## config.mk

```make
export PLATFORM = sky130hd
export DESIGN_NAME = alu_req_arbiter
export DESIGN_NICKNAME = d
export VERILOG_FILES = /design/src/rtl/alu_req_arbiter.sv
export SDC_FILE = /design/constraint.sdc
export NUM_CORES = 1
export LEC_CHECK = 0
export CAP_MARGIN = 40
export CORE_MARGIN = 2
export CORE_UTILIZATION = 42
export CTS_BUF_LIST = sky130_fd_sc_hd__clkbuf_8
export CTS_CLUSTER_DIAMETER = 30
export CTS_CLUSTER_SIZE = 28
export DETAILED_ROUTE_END_ITERATION = 8
export HOLD_SLACK_MARGIN = 0.02
export PLACE_DENSITY = 0.88
export SLEW_MARGIN = 10
export SYNTH_ARGS = -nofsm -noshare
export SYNTH_HDL_FRONTEND = slang
export SYNTH_SLANG_ARGS = --single-unit
```

## constraint.sdc

```tcl
create_clock -name clk -period 6.2 [get_ports clk]
set_input_delay 0.62 -clock clk [delete_from_list [all_inputs] [get_ports clk]]
set_output_delay 0.62 -clock clk [all_outputs]
set_load 0.1 [all_outputs]
```

## src/rtl/alu_req_arbiter.sv

```systemverilog
// rtl/alu_req_arbiter.sv - round-robin sharing of one alu between two valid/ready requesters
// Optional: ALU_ARB_MUL_EN makes opcode 2 (mul) legal; otherwise it is rejected with rsp_err.
module alu_req_arbiter #(
  parameter int WIDTH       = 32,
  parameter int OPW         = 4,
  parameter int WAIT_CYCLES = 2
) (
  input  logic             clk,
  input  logic             reset,
  input  logic             req_valid_0,
  output logic             req_ready_0,
  input  logic [OPW-1:0]   req_op_0,
  input  logic [WIDTH-1:0] req_a_0,
  input  logic [WIDTH-1:0] req_b_0,
  input  logic             req_valid_1,
  output logic             req_ready_1,
  input  logic [OPW-1:0]   req_op_1,
  input  logic [WIDTH-1:0] req_a_1,
  input  logic [WIDTH-1:0] req_b_1,
  output logic [WIDTH-1:0] alu_a,
  output logic [WIDTH-1:0] alu_b,
  output logic [OPW-1:0]   alu_ctrl,
  input  logic [WIDTH-1:0] alu_res,
  input  logic             alu_zero,
  output logic             rsp_valid,
  input  logic             rsp_ready,
  output logic             rsp_id,
  output logic [WIDTH-1:0] rsp_data,
  output logic             rsp_zero,
  output logic             rsp_err,
  output logic             busy
);

  localparam int CW = (WAIT_CYCLES > 1) ? $clog2(WAIT_CYCLES) : 1;
  localparam logic [OPW-1:0] OP_ADD = OPW'(0);
  localparam logic [OPW-1:0] OP_SUB = OPW'(1);
`ifdef ALU_ARB_MUL_EN
  localparam logic [OPW-1:0] OP_MUL = OPW'(2);
`endif

  typedef enum logic [1:0] {
    S_IDLE = 2'd0,
    S_EXEC = 2'd1,
    S_RESP = 2'd2
  } state_t;

  state_t           state_q, state_d;
  logic             last_grant_q, last_grant_d;
  logic [CW-1:0]    cnt_q, cnt_d;
  logic [WIDTH-1:0] alu_a_q, alu_a_d;
  logic [WIDTH-1:0] alu_b_q, alu_b_d;
  logic [OPW-1:0]   alu_ctrl_q, alu_ctrl_d;
  logic             rsp_id_q, rsp_id_d;
  logic [WIDTH-1:0] rsp_data_q, rsp_data_d;
  logic             rsp_zero_q, rsp_zero_d;
  logic             rsp_err_q, rsp_err_d;

  logic             grant_valid;
  logic             grant_id;
  logic [OPW-1:0]   sel_op;
  logic [WIDTH-1:0] sel_a;
  logic [WIDTH-1:0] sel_b;

  function automatic logic op_legal(input logic [OPW-1:0] op);
`ifdef ALU_ARB_MUL_EN
    op_legal = (op == OP_ADD) || (op == OP_SUB) || (op == OP_MUL);
`else
    op_legal = (op == OP_ADD) || (op == OP_SUB);
`endif
  endfunction

  // A lone requester always wins; on contention the one not served last wins.
  always_comb begin
    grant_valid = req_valid_0 | req_valid_1;
    grant_id    = (req_valid_0 & req_valid_1) ? ~last_grant_q : req_valid_1;
    req_ready_0 = (state_q == S_IDLE) & grant_valid & ~grant_id;
    req_ready_1 = (state_q == S_IDLE) & grant_valid &  grant_id;
    sel_op      = grant_id ? req_op_1 : req_op_0;
    sel_a       = grant_id ? req_a_1  : req_a_0;
    sel_b       = grant_id ? req_b_1  : req_b_0;
  end

  always_comb begin
    state_d      = state_q;
    last_grant_d = last_grant_q;
    cnt_d        = cnt_q;
    alu_a_d      = alu_a_q;
    alu_b_d      = alu_b_q;
    alu_ctrl_d   = alu_ctrl_q;
    rsp_id_d     = rsp_id_q;
    rsp_data_d   = rsp_data_q;
    rsp_zero_d   = rsp_zero_q;
    rsp_err_d    = rsp_err_q;
    unique case (state_q)
      S_IDLE: begin
        if (grant_valid) begin
          rsp_id_d     = grant_id;
          last_grant_d = grant_id;
          if (op_legal(sel_op)) begin
            alu_a_d    = sel_a;
            alu_b_d    = sel_b;
            alu_ctrl_d = sel_op;
            cnt_d      = CW'(WAIT_CYCLES - 1);
            state_d    = S_EXEC;
          end else begin
            // Illegal ops never reach the shared alu; answer straight away.
            rsp_data_d = '0;
            rsp_zero_d = 1'b0;
            rsp_err_d  = 1'b1;
            state_d    = S_RESP;
          end
        end
      end
      S_EXEC: begin
        if (cnt_q == '0) begin
          rsp_data_d = alu_res;
          rsp_zero_d = alu_zero;
          rsp_err_d  = 1'b0;
          state_d    = S_RESP;
        end else begin
          cnt_d = cnt_q - CW'(1);
        end
      end
      S_RESP: begin
        if (rsp_ready) begin
          state_d = S_IDLE;
        end
      end
      default: state_d = S_IDLE;
    endcase
  end

  always_ff @(posedge clk or posedge reset) begin
    if (reset) begin
      state_q      <= S_IDLE;
      last_grant_q <= 1'b1;
      cnt_q        <= '0;
      alu_a_q      <= '0;
      alu_b_q      <= '0;
      alu_ctrl_q   <= '0;
      rsp_id_q     <= 1'b0;
      rsp_data_q   <= '0;
      rsp_zero_q   <= 1'b0;
      rsp_err_q    <= 1'b0;
    end else begin
      state_q      <= state_d;
      last_grant_q <= last_grant_d;
      cnt_q        <= cnt_d;
      alu_a_q      <= alu_a_d;
      alu_b_q      <= alu_b_d;
      alu_ctrl_q   <= alu_ctrl_d;
      rsp_id_q     <= rsp_id_d;
      rsp_data_q   <= rsp_data_d;
      rsp_zero_q   <= rsp_zero_d;
      rsp_err_q    <= rsp_err_d;
    end
  end

  assign alu_a     = alu_a_q;
  assign alu_b     = alu_b_q;
  assign alu_ctrl  = alu_ctrl_q;
  assign rsp_valid = (state_q == S_RESP);
  assign rsp_id    = rsp_id_q;
  assign rsp_data  = rsp_data_q;
  assign rsp_zero  = rsp_zero_q;
  assign rsp_err   = rsp_err_q;
  assign busy      = (state_q != S_IDLE);

endmodule

```

After elaboration in Yosys (flattened, before gate mapping)
Index checks and enable logic that the tools add are counted.

cells by class
  bitwise gates (word level) = 7
  reduce and logical (&&, ||, !) cells = 10
  $add $sub $neg = 1
  mux-type cells = 25
  equality and inequality tests = 8

operators by type and width
  operator               count
  $mux W32               5
  $pmux W32 S2           1
  $mux W1                10
  $reduce_and A3 Y1      3
  $mux W2                4
  $ne A2 B2 Y1 const B   3
  $pmux W1 S2            3
  $pmux W2 S3            1
  $and A1 B1 Y1          4
  $eq A4 B1 Y1 const B   1
  $logic_not A4 Y1       1
  $mux W4                1
  $ne A2 B1 Y1 const B   2
  $reduce_and A4 Y1      1
  $reduce_bool A2 Y1     2
  $eq A2 B1 Y1 const B   1
  $eq A2 B2 Y1 const B   1
  $logic_not A2 Y1       1
  $not A1 Y1             2
  $reduce_and A2 Y1      1
  $logic_or A1 B1 Y1     1
  $or A1 B1 Y1           1
  $sub A1 B1 Y1 const B  1

word-level totals
  logic and storage cells = 61
  flip-flop bits (word level) = 107

Depth between registers and ports, before layout
  depth after elaboration = 8
  gate-level depth with buffers = 7

Worst setup path after synthesis
No wires, ideal clock.

  path type = register -> output
  from = reg state_q[0]
  to = out req_ready_0
  arrival = 3.319 ns
  buffers on the path = 1
  path slack = 2.261 ns
  stages on the path, launching flop included = 5
  required time = 5.580 ns
  path through = dfrtp_1 > buf_2 > nor2_2 > inv_1 > nor3_1

on the way
  longest elaborated chain between the ends = 3

RTL lines
  what                        line  RTL
  start, declared             47    state_t state_q, state_d;
  start signal, assigned      146   state_q <= state_d;
  $logic_not A2 Y1            76    req_ready_0 = (state_q == S_IDLE) & grant_valid & ~grant_id;
  $and A1 B1 Y1 (2 in a row)  76
  end, declared               11    output logic req_ready_0,

Every way passes these cells.

Worst setup path in the final report
  from = in req_valid_0
  to = reg rsp_data_q[28] (netlist: rsp_data[28])

on the way
  longest elaborated chain between the ends = 7
  elaborated cells between the ends (all ways) = 10
  those cells by class = eq/ne: 3; mux: 2; bitwise: 2; reduce/logical: 3

RTL lines
  what                                                     line  RTL
  start, declared                                          10    input logic req_valid_0,
  $and A1 B1 Y1                                            75    grant_id = (req_valid_0 & req_valid_1) ? ~last_grant_q : req_valid_1;
  $mux W1                                                  75
  $mux W4                                                  78    sel_op = grant_id ? req_op_1 : req_op_0;
  $eq A4 B1 Y1 / $logic_not A4 Y1 (equally long branches)  68    op_legal = (op == OP_ADD) || (op == OP_SUB);
  $logic_or A1 B1 Y1                                       68
  $ne A2 B2 Y1 (no source line)                            n/a
  $reduce_and A4 Y1 (no source line) (*)                   n/a
  end signal, assigned                                     153   rsp_data_q <= rsp_data_d;
  end, declared                                            54    logic [WIDTH-1:0] rsp_data_q, rsp_data_d;

Every way passes the cells marked *; elsewhere a longest branch is shown, timed or not.
A chain may end at the register's enable or synchronous reset.

==> qor.txt <==
Most common cell type on the critical path = sky130_fd_sc_hd__buf_4
Worst Min Path Start = alu_b[22]$_DFFE_PP0P_
Final WL = 19900 um
CORE AREA = 10900 um^2
RSZ-0062 raised after global routing = no
# nets final = 884
TritonCTS clock tree = built
Worst r2r path cells = 7
Setup WS post-layout = 2.78 ns
Count of flip-flops with a built-in enable after synthesis = 0
Synth Cell Area = 4760 um^2
Average cell area after synthesis = 14.7 um^2
Total of hold buffers inserted after clock tree synthesis = 0
Status = completed
Total clock sinks = 107
Post-CTS resize count = 0
Worst min-delay path class = register to register
First-pass iteration count of the detailed router = 4
Height of the die = 110 um
Max Root-Sink Buffers = 2
Proportion of power drawn by combinational gates = 0.736
Final Slew Violations = 0
Time the worst path needs with I/O delays and setup = 3.42 ns
Final setup skew = 0.0190 ns
Sort of element at the start of the critical path = input pin
Yosys synthesis warning count = 0
Net Sw Frac = 0.509
Routability Congestion = 0.796
Worst relative slew slack = 0.531
Smallest hold slack = 0.518 ns
Fmax = 292 MHz
Half-perimeter wire length of the detailed placement result = 14800 um
Peak VDD IR = 565 uV
End point of the most critical hold path = alu_b[22]$_DFFE_PP0P_
Cell with the biggest individual delay on the critical path = sky130_fd_sc_hd__o21ai_2
Cell breakdown of the critical path = clkdlybuf4s50_1, a21boi_4, buf_16, buf_4, mux2i_1, o21ai_2, buf_4, a22o_1
Max H-tree Level = 3
Commonest non-fill, non-tap cells in the layout = 280 x sky130_fd_sc_hd__clkdlybuf4s50_1, 130 x sky130_fd_sc_hd__mux2_2, 106 x sky130_fd_sc_hd__dfrtp_1, 66 x sky130_fd_sc_hd__buf_8, 44 x sky130_fd_sc_hd__buf_16
Setup crit start = req_valid_0
Number of endpoints with negative hold slack in the final report = 0
Portion of total power attributed to the clock network = 0.071
Top-level port count = 281
Reg-to-reg endpoint = rsp_data[28]$_DFFE_PP0P_
Detailed-route via count = 4436
Wire length of the first global-routing pass = 29900 um
Period Utilization, post-route = 0.551
Crit path required time = 6.50 ns
Cells after Synth = 325
Clock buffers created by TritonCTS = 9
Leakage power figure = 4.26 nW
Wire per inst = 23.2 um
Horizontal extent of the die = 110 um
Distinct cell type count of the synthesized netlist = 29
FF-to-FF Start = last_grant_q$_DFFE_PP1P_
Share of the core filled with cells in the final layout = 0.920
Later-pin clock latency in the skew report = 0.38 ns
Synth Net Count = 499
Crit Path Category = input pin to register
Violation count after the first detailed-route iteration = 109
Main flop type after synthesis = sky130_fd_sc_hd__dfrtp_1
Port bufs = 280
Number of global-route vias before repair = 5160
Area of the die = 12200 um^2
Slew @ Worst Pin = 0.704 ns
Ant diodes = 0
Remaining global-route overflow = 0
Clock input transition at the sequential cells of the worst setup and hold paths = 0.10 ns
Flop pwr share = 0.193
Global routing usage summed across all routing layers = 0.316
FFs w/ async S/R, synth = 1.00
Area grow syn2layout = 111%
Worst Path Arrival = 3.72 ns
Number of setup buffers added after CTS = 0
Initial Utilization = 0.436
Delay of the slowest cell on the worst path = 0.61 ns
FILL cells = 363
R2R setup slack = 3.26 ns
Final setup violation count = 0
Power per standard cell area = 581 nW/um^2
Setup TNS after final layout = 0 ns
Num rows = 38
Power dissipated by switching net loads = 2.97 mW
Worst hold path depth = 1
Total power = 5.85 mW
Post-placement setup slack = 2.16 ns
Setup crit end kind = register
Vias per std cell = 5.19
Maxcap violations = 0
Most frequent standard cell in the layout excluding fill and tap cells = sky130_fd_sc_hd__clkdlybuf4s50_1
Internal power summed over all cells = 2.87 mW
Peak fanout along the critical path = 43
DRC Markers = 0
Share of the yosys chip area belonging to registers = 0.562
DRT antenna net count = 0
Post-synthesis register bit count = 107
Pin count of the biggest net entering global routing = 56
Cell at the root of the clock tree = sky130_fd_sc_hd__clkbuf_8
Layout cell share with drive strength beyond 1 = 0.376
Number of antenna violations at the first check in global routing = 0
==> sequential cells by signal, indices dropped and copies added (netlist names) <==
register / flops
alu_a: 32
alu_b: 32
alu_ctrl: 4
cnt_q: 1
last_grant_q: 1
rsp_data: 32
rsp_err: 1
rsp_id: 1
rsp_zero: 1
state_q: 2
==> worst max path at each step <==
| stage | end | slack [ns] | cells past startpoint |
|---|---|---|---|
| 2_1_floorplan | req_ready_0 | 2.26 | 4 |
| 3_3_place_gp | req_ready_1 | 2.29 | 4 |
| 3_5_place_dp | rsp_err$_DFFE_PP0P_ | 2.16 | 7 |
| 4_1_cts | rsp_err$_DFFE_PP0P_ | 2.44 | 7 |
| 5_1_grt | rsp_err$_DFFE_PP0P_ | 2.69 | 8 |
| 6_report | rsp_data[28]$_DFFE_PP0P_ | 2.78 | 8 |
==> kinds of logic after synthesis <==
logic type / count (synthesis) / synth area share
compound gates: 44 / 0.0799
flops: 107 / 0.562
mux: 131 / 0.309
buf+inv: 25 / 0.0294
simple gates: 18 / 0.0189
==> power by group through the flow <==
stage / logic [mW] / clock network (mW) / registers [mW]
finish: 4.30 / 0.415 / 1.13
global route: 4.40 / 0.447 / 1.15
CTS: 4.31 / 0.417 / 1.12
detailed placement: 4.28 / 0 / 1.13
global placement: 3.01 / 0 / 1.09
floorplan: 0.510 / 0 / 2.86
==> cell usage after synthesis, drive strengths merged, types with 3 or more instances <==
| library cell | count | share of area |
|---|---|---|
| nor2b | 3 | 0.0039 |
| dfrtp | 106 | 0.56 |
| nor3 | 5 | 0.0053 |
| mux2 | 130 | 0.31 |
| a22o | 33 | 0.061 |
| nand2 | 3 | 0.0024 |
| a21oi | 3 | 0.0055 |
| inv | 4 | 0.0032 |
| buf | 18 | 0.024 |
| nor2 | 4 | 0.0037 |
| clkbuf | 3 | 0.0024 |
==> worst max-delay path: cells and delay by family <==
kind / cells / cell delay, ns
buffers and inverters: 4 / 1.68
multiplexers: 1 / 0.25
AO/OA/AOI/OAI: 3 / 1.12
==> cell type report <==
class	instances	area, um^2	area share
Tap cell	140	175	0.0174
Timing Repair Buffer	395	5040	0.501
Multi-Input combinational cell	193	1950	0.194
Clock buffer	10	138	0.0137
Inverter	4	17.5	0.00174
Clock inverter	6	50.0	0.00498
Sequential cell	107	2680	0.266
==> metal layers <==
| layer | part of all wire | up-vias | global-route usage |
|---|---|---|---|
| met2 | 0.56 | 226 | 0.616 |
| met3 | 0.062 | 53 | 0.0768 |
| met1 | 0.34 | 2203 | 0.323 |
| met4 | 0.036 | 0 | 0.113 |
| met5 | 0 | - | 0 |
| li1 | - | 1954 | - |
==> stage by stage <==
stage	area, um^2	std cells
floorplan	4760	325
global placement	7670	729
detailed placement	9840	838
CTS	10000	854
global route	10100	855
finish	10100	855
Power figures use the tool's default switching activity.
